## src/rtl/muldiv_pkg.sv

```systemverilog
// Shared types and constants for the RV32M multiply/divide unit.
package muldiv_pkg;

  localparam logic [6:0] OPC_OP    = 7'b0110011;
  localparam logic [6:0] F7_MULDIV = 7'b0000001;

  typedef enum logic [2:0] {
    MUL    = 3'b000,
    MULH   = 3'b001,
    MULHSU = 3'b010,
    MULHU  = 3'b011,
    DIV    = 3'b100,
    DIVU   = 3'b101,
    REM    = 3'b110,
    REMU   = 3'b111
  } muldiv_op_e;

  typedef enum logic [1:0] {
    IDLE = 2'd0,
    CALC = 2'd1,
    FIX  = 2'd2,
    DONE = 2'd3
  } muldiv_state_e;

endpackage

```

## src/rtl/muldiv_negate.sv

```systemverilog
// Conditional two's-complement negator used when fixing result signs.
module muldiv_negate #(
  parameter int W = 32
) (
  input  logic [W-1:0] val_i,
  input  logic         neg_i,
  output logic [W-1:0] val_o
);

  assign val_o = neg_i ? (~val_i + W'(1)) : val_i;

endmodule

```

## src/rtl/muldiv_unit.sv

```systemverilog
// Iterative RV32M multiply/divide: 32-cycle shift-add / restoring
// divide on magnitudes, then a single sign-fix cycle.
module muldiv_unit
  import muldiv_pkg::*;
#(
  parameter int XLEN = 32
) (
  input  logic            clk,
  input  logic            rst_n,
  input  logic            start,
  input  logic [2:0]      funct3,
  input  logic [XLEN-1:0] opr_a,
  input  logic [XLEN-1:0] opr_b,
  output logic            busy,
  output logic            done,
  output logic [XLEN-1:0] result
);

  localparam int CW = $clog2(XLEN) + 1;
  localparam logic [CW-1:0] LAST = CW'(XLEN - 1);
  localparam logic [XLEN-1:0] MINV = {1'b1, {(XLEN-1){1'b0}}};
  localparam logic [XLEN-1:0] ONES = '1;

  muldiv_state_e     state_q, state_d;
  muldiv_op_e        op_q, op_d;
  logic [XLEN-1:0]   a_q, a_d;
  logic [XLEN-1:0]   b_q, b_d;
  logic              na_q, na_d;
  logic              nb_q, nb_d;
  logic [CW-1:0]     cnt_q, cnt_d;
  logic [2*XLEN-1:0] acc_q, acc_d;
  logic [XLEN-1:0]   res_q, res_d;

  muldiv_op_e      op_in;
  logic            div_in, sa, sb, na, nb, by0, ovf;
  logic [XLEN-1:0] ma, mb, fast_res;

  assign op_in  = muldiv_op_e'(funct3);
  assign div_in = funct3[2];
  assign sa = (op_in == MULH) | (op_in == MULHSU) | (div_in & ~funct3[0]);
  assign sb = (op_in == MULH) | (div_in & ~funct3[0]);
  assign na = sa & opr_a[XLEN-1];
  assign nb = sb & opr_b[XLEN-1];
  assign ma = na ? (~opr_a + XLEN'(1)) : opr_a;
  assign mb = nb ? (~opr_b + XLEN'(1)) : opr_b;
  assign by0 = div_in & (opr_b == '0);
  assign ovf = div_in & ~funct3[0] & (opr_a == MINV) & (opr_b == ONES);

  // Quotient ops get all-ones / MIN, remainder ops get dividend / zero
  always_comb begin
    fast_res = '0;
    if (!funct3[1]) fast_res = by0 ? ONES : MINV;
    else if (by0)   fast_res = opr_a;
  end

  logic [XLEN:0]     mul_sum;
  logic [2*XLEN-1:0] mul_nxt;
  logic [2*XLEN:0]   div_sh;
  logic [XLEN:0]     div_dif;
  logic [2*XLEN-1:0] div_nxt;

  assign mul_sum = {1'b0, acc_q[2*XLEN-1:XLEN]}
                 + (acc_q[0] ? {1'b0, a_q} : '0);
  assign mul_nxt = {mul_sum, acc_q[XLEN-1:1]};

  assign div_sh  = {acc_q, 1'b0};
  assign div_dif = div_sh[2*XLEN:XLEN] - {1'b0, b_q};
  assign div_nxt = div_dif[XLEN]
                 ? div_sh[2*XLEN-1:0]
                 : {div_dif[XLEN-1:0], div_sh[XLEN-1:1], 1'b1};

  logic [2*XLEN-1:0] prod_fx;
  logic [XLEN-1:0]   quot_fx, rem_fx, fix_res;

  muldiv_negate #(.W(2*XLEN)) u_neg_prod (
    .val_i (acc_q),
    .neg_i (na_q ^ nb_q),
    .val_o (prod_fx)
  );

  muldiv_negate #(.W(XLEN)) u_neg_quot (
    .val_i (acc_q[XLEN-1:0]),
    .neg_i (na_q ^ nb_q),
    .val_o (quot_fx)
  );

  muldiv_negate #(.W(XLEN)) u_neg_rem (
    .val_i (acc_q[2*XLEN-1:XLEN]),
    .neg_i (na_q),
    .val_o (rem_fx)
  );

  always_comb begin
    fix_res = '0;
    unique case (1'b1)
      op_q == MUL:            fix_res = prod_fx[XLEN-1:0];
      !op_q[2] && op_q != MUL: fix_res = prod_fx[2*XLEN-1:XLEN];
      op_q[2] && !op_q[1]:    fix_res = quot_fx;
      op_q[2] && op_q[1]:     fix_res = rem_fx;
      default:                fix_res = '0;
    endcase
  end

  always_comb begin
    state_d = state_q;
    op_d    = op_q;
    a_d     = a_q;
    b_d     = b_q;
    na_d    = na_q;
    nb_d    = nb_q;
    cnt_d   = cnt_q;
    acc_d   = acc_q;
    res_d   = res_q;
    unique case (state_q)
      IDLE: if (start) begin
        op_d  = op_in;
        a_d   = ma;
        b_d   = mb;
        na_d  = na;
        nb_d  = nb;
        cnt_d = '0;
        acc_d = {{XLEN{1'b0}}, div_in ? ma : mb};
        if (by0 | ovf) begin
          res_d   = fast_res;
          state_d = DONE;
        end else begin
          state_d = CALC;
        end
      end
      CALC: begin
        cnt_d = cnt_q + CW'(1);
        acc_d = op_q[2] ? div_nxt : mul_nxt;
        if (cnt_q == LAST) state_d = FIX;
      end
      FIX: begin
        res_d   = fix_res;
        state_d = DONE;
      end
      DONE: state_d = IDLE;
      default: state_d = IDLE;
    endcase
  end

  always_ff @(posedge clk or negedge rst_n) begin
    if (!rst_n) begin
      state_q <= IDLE;
      op_q    <= MUL;
      a_q     <= '0;
      b_q     <= '0;
      na_q    <= 1'b0;
      nb_q    <= 1'b0;
      cnt_q   <= '0;
      acc_q   <= '0;
      res_q   <= '0;
    end else begin
      state_q <= state_d;
      op_q    <= op_d;
      a_q     <= a_d;
      b_q     <= b_d;
      na_q    <= na_d;
      nb_q    <= nb_d;
      cnt_q   <= cnt_d;
      acc_q   <= acc_d;
      res_q   <= res_d;
    end
  end

  assign busy   = (state_q != IDLE);
  assign done   = (state_q == DONE);
  assign result = res_q;

endmodule
```

## config.mk

```make
export PLATFORM = sky130hd
export DESIGN_NAME = muldiv_unit
export DESIGN_NICKNAME = d
export VERILOG_FILES = /design/src/rtl/muldiv_pkg.sv /design/src/rtl/muldiv_negate.sv /design/src/rtl/muldiv_unit.sv
export SDC_FILE = /design/constraint.sdc
export NUM_CORES = 1
export LEC_CHECK = 0
export ABC_CLOCK_PERIOD_IN_PS = 4200
export CAP_MARGIN = 20
export CORE_ASPECT_RATIO = 1.75
export CORE_MARGIN = 8
export CORE_UTILIZATION = 40
export CTS_CLUSTER_SIZE = 14
export DETAILED_ROUTE_END_ITERATION = 8
export GPL_TIMING_DRIVEN = 0
export PLACE_DENSITY = 0.54
export SYNTH_ARGS = -nofsm -noshare
export SYNTH_HDL_FRONTEND = slang
export SYNTH_SLANG_ARGS = --single-unit
```

## constraint.sdc

```tcl
create_clock -name clk -period 4.2 [get_ports clk]
set_clock_uncertainty 0.2 [all_clocks]
set_input_delay 0.84 -clock clk [delete_from_list [all_inputs] [get_ports clk]]
set_output_delay 0.84 -clock clk [all_outputs]
set_load 0.005 [all_outputs]
```

==> results.yml <==
critical_path:
  rr_worst_depth: 15
  path_class: "input pin to flop"
  cp_data_required_time_ns: 4.39
  arrival_ns: 4.39
  crit_buf_inv: 1
  cp_slowest_cell: "or4_4"
  crit_path_cell_trace: "dlygate4sd2_1 > or4_4 > or3_4 > or3_1 > or3_4 > nor3_4 > and4b_2 > a22o_4 > o211ai_1 > nand2_1"
  crit_cells: 10
  cpLargestDelayFamily: "simple AND/OR/NAND/NOR gates"
  crit_top_cell: "or3_4"
  critPathMaxStageDelay_ns: 0.60
  crit_path_start_kind: "input pin"
  critPathMaxFanout: 13
  cp-end-kind: "flop"
sta:
  worst_slack_ns: -0.00508
  relSlewSlack_pct: 25.7
  setup-violations-final: 1
  maxSlewViolCount: 0
  worstMarginPinSlew_ns: 1.11
  finalHoldViolCount: 0
  min_period_over_period_pct: 100
  grt_setup_unrepaired: "yes"
  min_period_ns: 4.21
  fmax_mhz: 238
  fin_hold_ws_ns: 0.148
drt:
  wirelength_um: 75600
  avgViaCountPerCell: 6.17
  vias: 16400
  drt_first_pass_iters: 5
  wl_per_cell_um: 28.4
  drc: 0
  ant_nets: 0
  drt_first_iter_violations: 1520
clock_tree:
  clockBufferDepth: 2
  clock_sinks: 173
  path_clk_slew_ns: 0.08
  h-tree-depth: 4
  cts_tree: "yes"
  cts_root_buf: "clkbuf_16"
  hold_buffers: 0
  insertion_delay_ns: 0.46
  numCtsBuffers: 17
global_route:
  grt_pass1_wl_um: 110000
  gr-total-overflow: 0
  grt_max_degree: 100
  antenna_found_initial: 2
  first_global_vias: 16700
  grt_use_total_pct: 33.1
floorplan:
  io_pins: 104
  dieArea_um2: 45500
  die_width_um: 165
  dieHeight_um: 276
  start_util_pct: 40.4
  rows: 95
  core-area_um2: 38300
power_and_ir_drop:
  total_power_uw: 16300
  power_density_nw_per_um2: 903
  clkPwrFrac_pct: 10.5
  p_sw_uw: 8950
  seqPwrFrac_pct: 19.7
  peakVddDrop_mv: 0.654
  p_comb_share_pct: 69.8
  swShare_pct: 54.9
  p_int_uw: 7350
  p_leak_uw: 0.00746
yosys:
  synth_top_area_share_pct: 28.0
  ys_ff_latch: 173
  ys_seq_area_share_pct: 28.0
  synthDistinctLibCells: 73
  synth.most_common_cell: "nand2_1"
  yosys_most_used_dff: "dfrtp_1"
  ys_warn_count: 0
  syn_inst: 2035
  syn_avg_cell_area_um2: 7.60
  synth_area_leaders: "dfrtp_1, o21ai_0, a21oi_1"
  synth_nets: 2181
  yosysTopAreaCell: "dfrtp_1"
  synth-async-reset-ratio_pct: 100
  synth_commonest_cells: "nand2_1, o21ai_0, a21oi_1, dfrtp_1, nor2_1"
  netlist_area_um2: 15500
  synth-edff-count: 0
finish:
  area_delta_synth_final_pct: 16.8
  finalNetCount: 2312
  drive_gt1_share_pct: 5.55
run_status:
  outcome: "finished with violations"
  violations: "setup timing"
job:
  maxCapViolations: 0
placed_design:
  dp_hpwl_um: 62000
  place.port_buffers: 102
  gp_congestion: 1.03
worst_hold_path:
  min_path_type: "input pin to asynchronous set/reset pin"
metal layers:
layer / global-route usage, % / up-vias / share of wire [%]
li1: - / 7562 / -
met1: 35.3 / 7921 / 36
met2: 57.8 / 697 / 50
met3: 3.93 / 265 / 4.8
met4: 25.7 / 0 / 9.0
met5: 0 / - / 0
flip-flops by register name, summed over array words and instances (netlist names):
register and cells:
cnt_q 6, nb_q 1, a_q 32, b_q 32
na_q 1, result 32, acc_q 64, state_q 2
op_q 3
metrics by stage:
stage | TNS, ns | cells | setup WS [ns] | area (um^2) | util, %
floorplan | 0 | 2035 | 0.312 | 15500 | -
global placement | -1020.18 | 2622 | -5.55 | 17100 | 44.7
detailed placement | -60.22 | 2625 | -1.45 | 17100 | 44.8
global route | -0.212 | 2664 | -0.0798 | 18100 | 47.2
CTS | -0.135 | 2662 | -0.135 | 17900 | 46.9
finish | -0.00508 | 2665 | -0.00508 | 18100 | 47.2
worst paths after layout:
check | start | slack [ns] | end
max | opr_b[13] | -0.005 | result[6]
min | rst_n | 0.15 | acc_q[34]
max reg2reg | acc_q[0] | 0.08 | acc_q[59]
min reg2reg | result[10] | 0.27 | result[10]
max in group asynchronous | rst_n | 2.69 | result[18]
min in group clk | result[10] | 0.27 | result[10]
kinds of logic after synthesis:
family,after synthesis,share of synthesized area (%)
XOR/XNOR,192,10.9
AND/OR/NAND/NOR,670,20.2
multiplexers,50,3.37
adder cells (fa/ha/maj),76,6.25
flip-flops,173,28.0
buffers and inverters,200,5.10
AO/OA/AOI/OAI,674,26.3
cell type report:
cell class	instances	area [um^2]
Fill cell	3919	20200
Multi-Input combinational cell	1662	10600
Sequential cell	173	4330
Timing Repair Buffer	117	1150
Tap cell	485	607
Buffer	128	541
Clock buffer	21	460
Inverter	67	251
Clock inverter	11	133
Antenna cell	1	2.50
cells in the final DEF (no fill, tap or decap), drive strengths merged, types with 10 or more instances in the layout:
cell	instances
or3	12
and3	14
o21ai	240
a31oi	20
inv	71
o221ai	35
nor4	19
clkdlybuf4s50	97
nand2	255
nand3	30
xnor2	98
mux2	17
xor2	94
o41ai	13
buf	31
a211oi	24
nor3	50
and2	40
clkbuf	134
a21o	25
a21oi	202
nor2	164
nor2b	10
o31ai	21
nand4	21
a22oi	18
dfrtp	173
o211ai	12
nand2b	29
mux2i	33
ha	74
power by group through the flow:
stage | Combinational (uW) | Sequential, uW | Clock, uW
floorplan | 7060 | 2930 | 0
global placement | 10700 | 3200 | 0
detailed placement | 10800 | 3210 | 0
CTS | 11100 | 3190 | 1710
global route | 12300 | 3300 | 1770
finish | 11400 | 3210 | 1710
repair_timing:
action	CTS	global route
setup endpoints to repair	65	29
gates resized for setup	40	25
pin swaps	5	7
buffers inserted	7	4
Note: power is estimated with default switching activity, not from simulation.
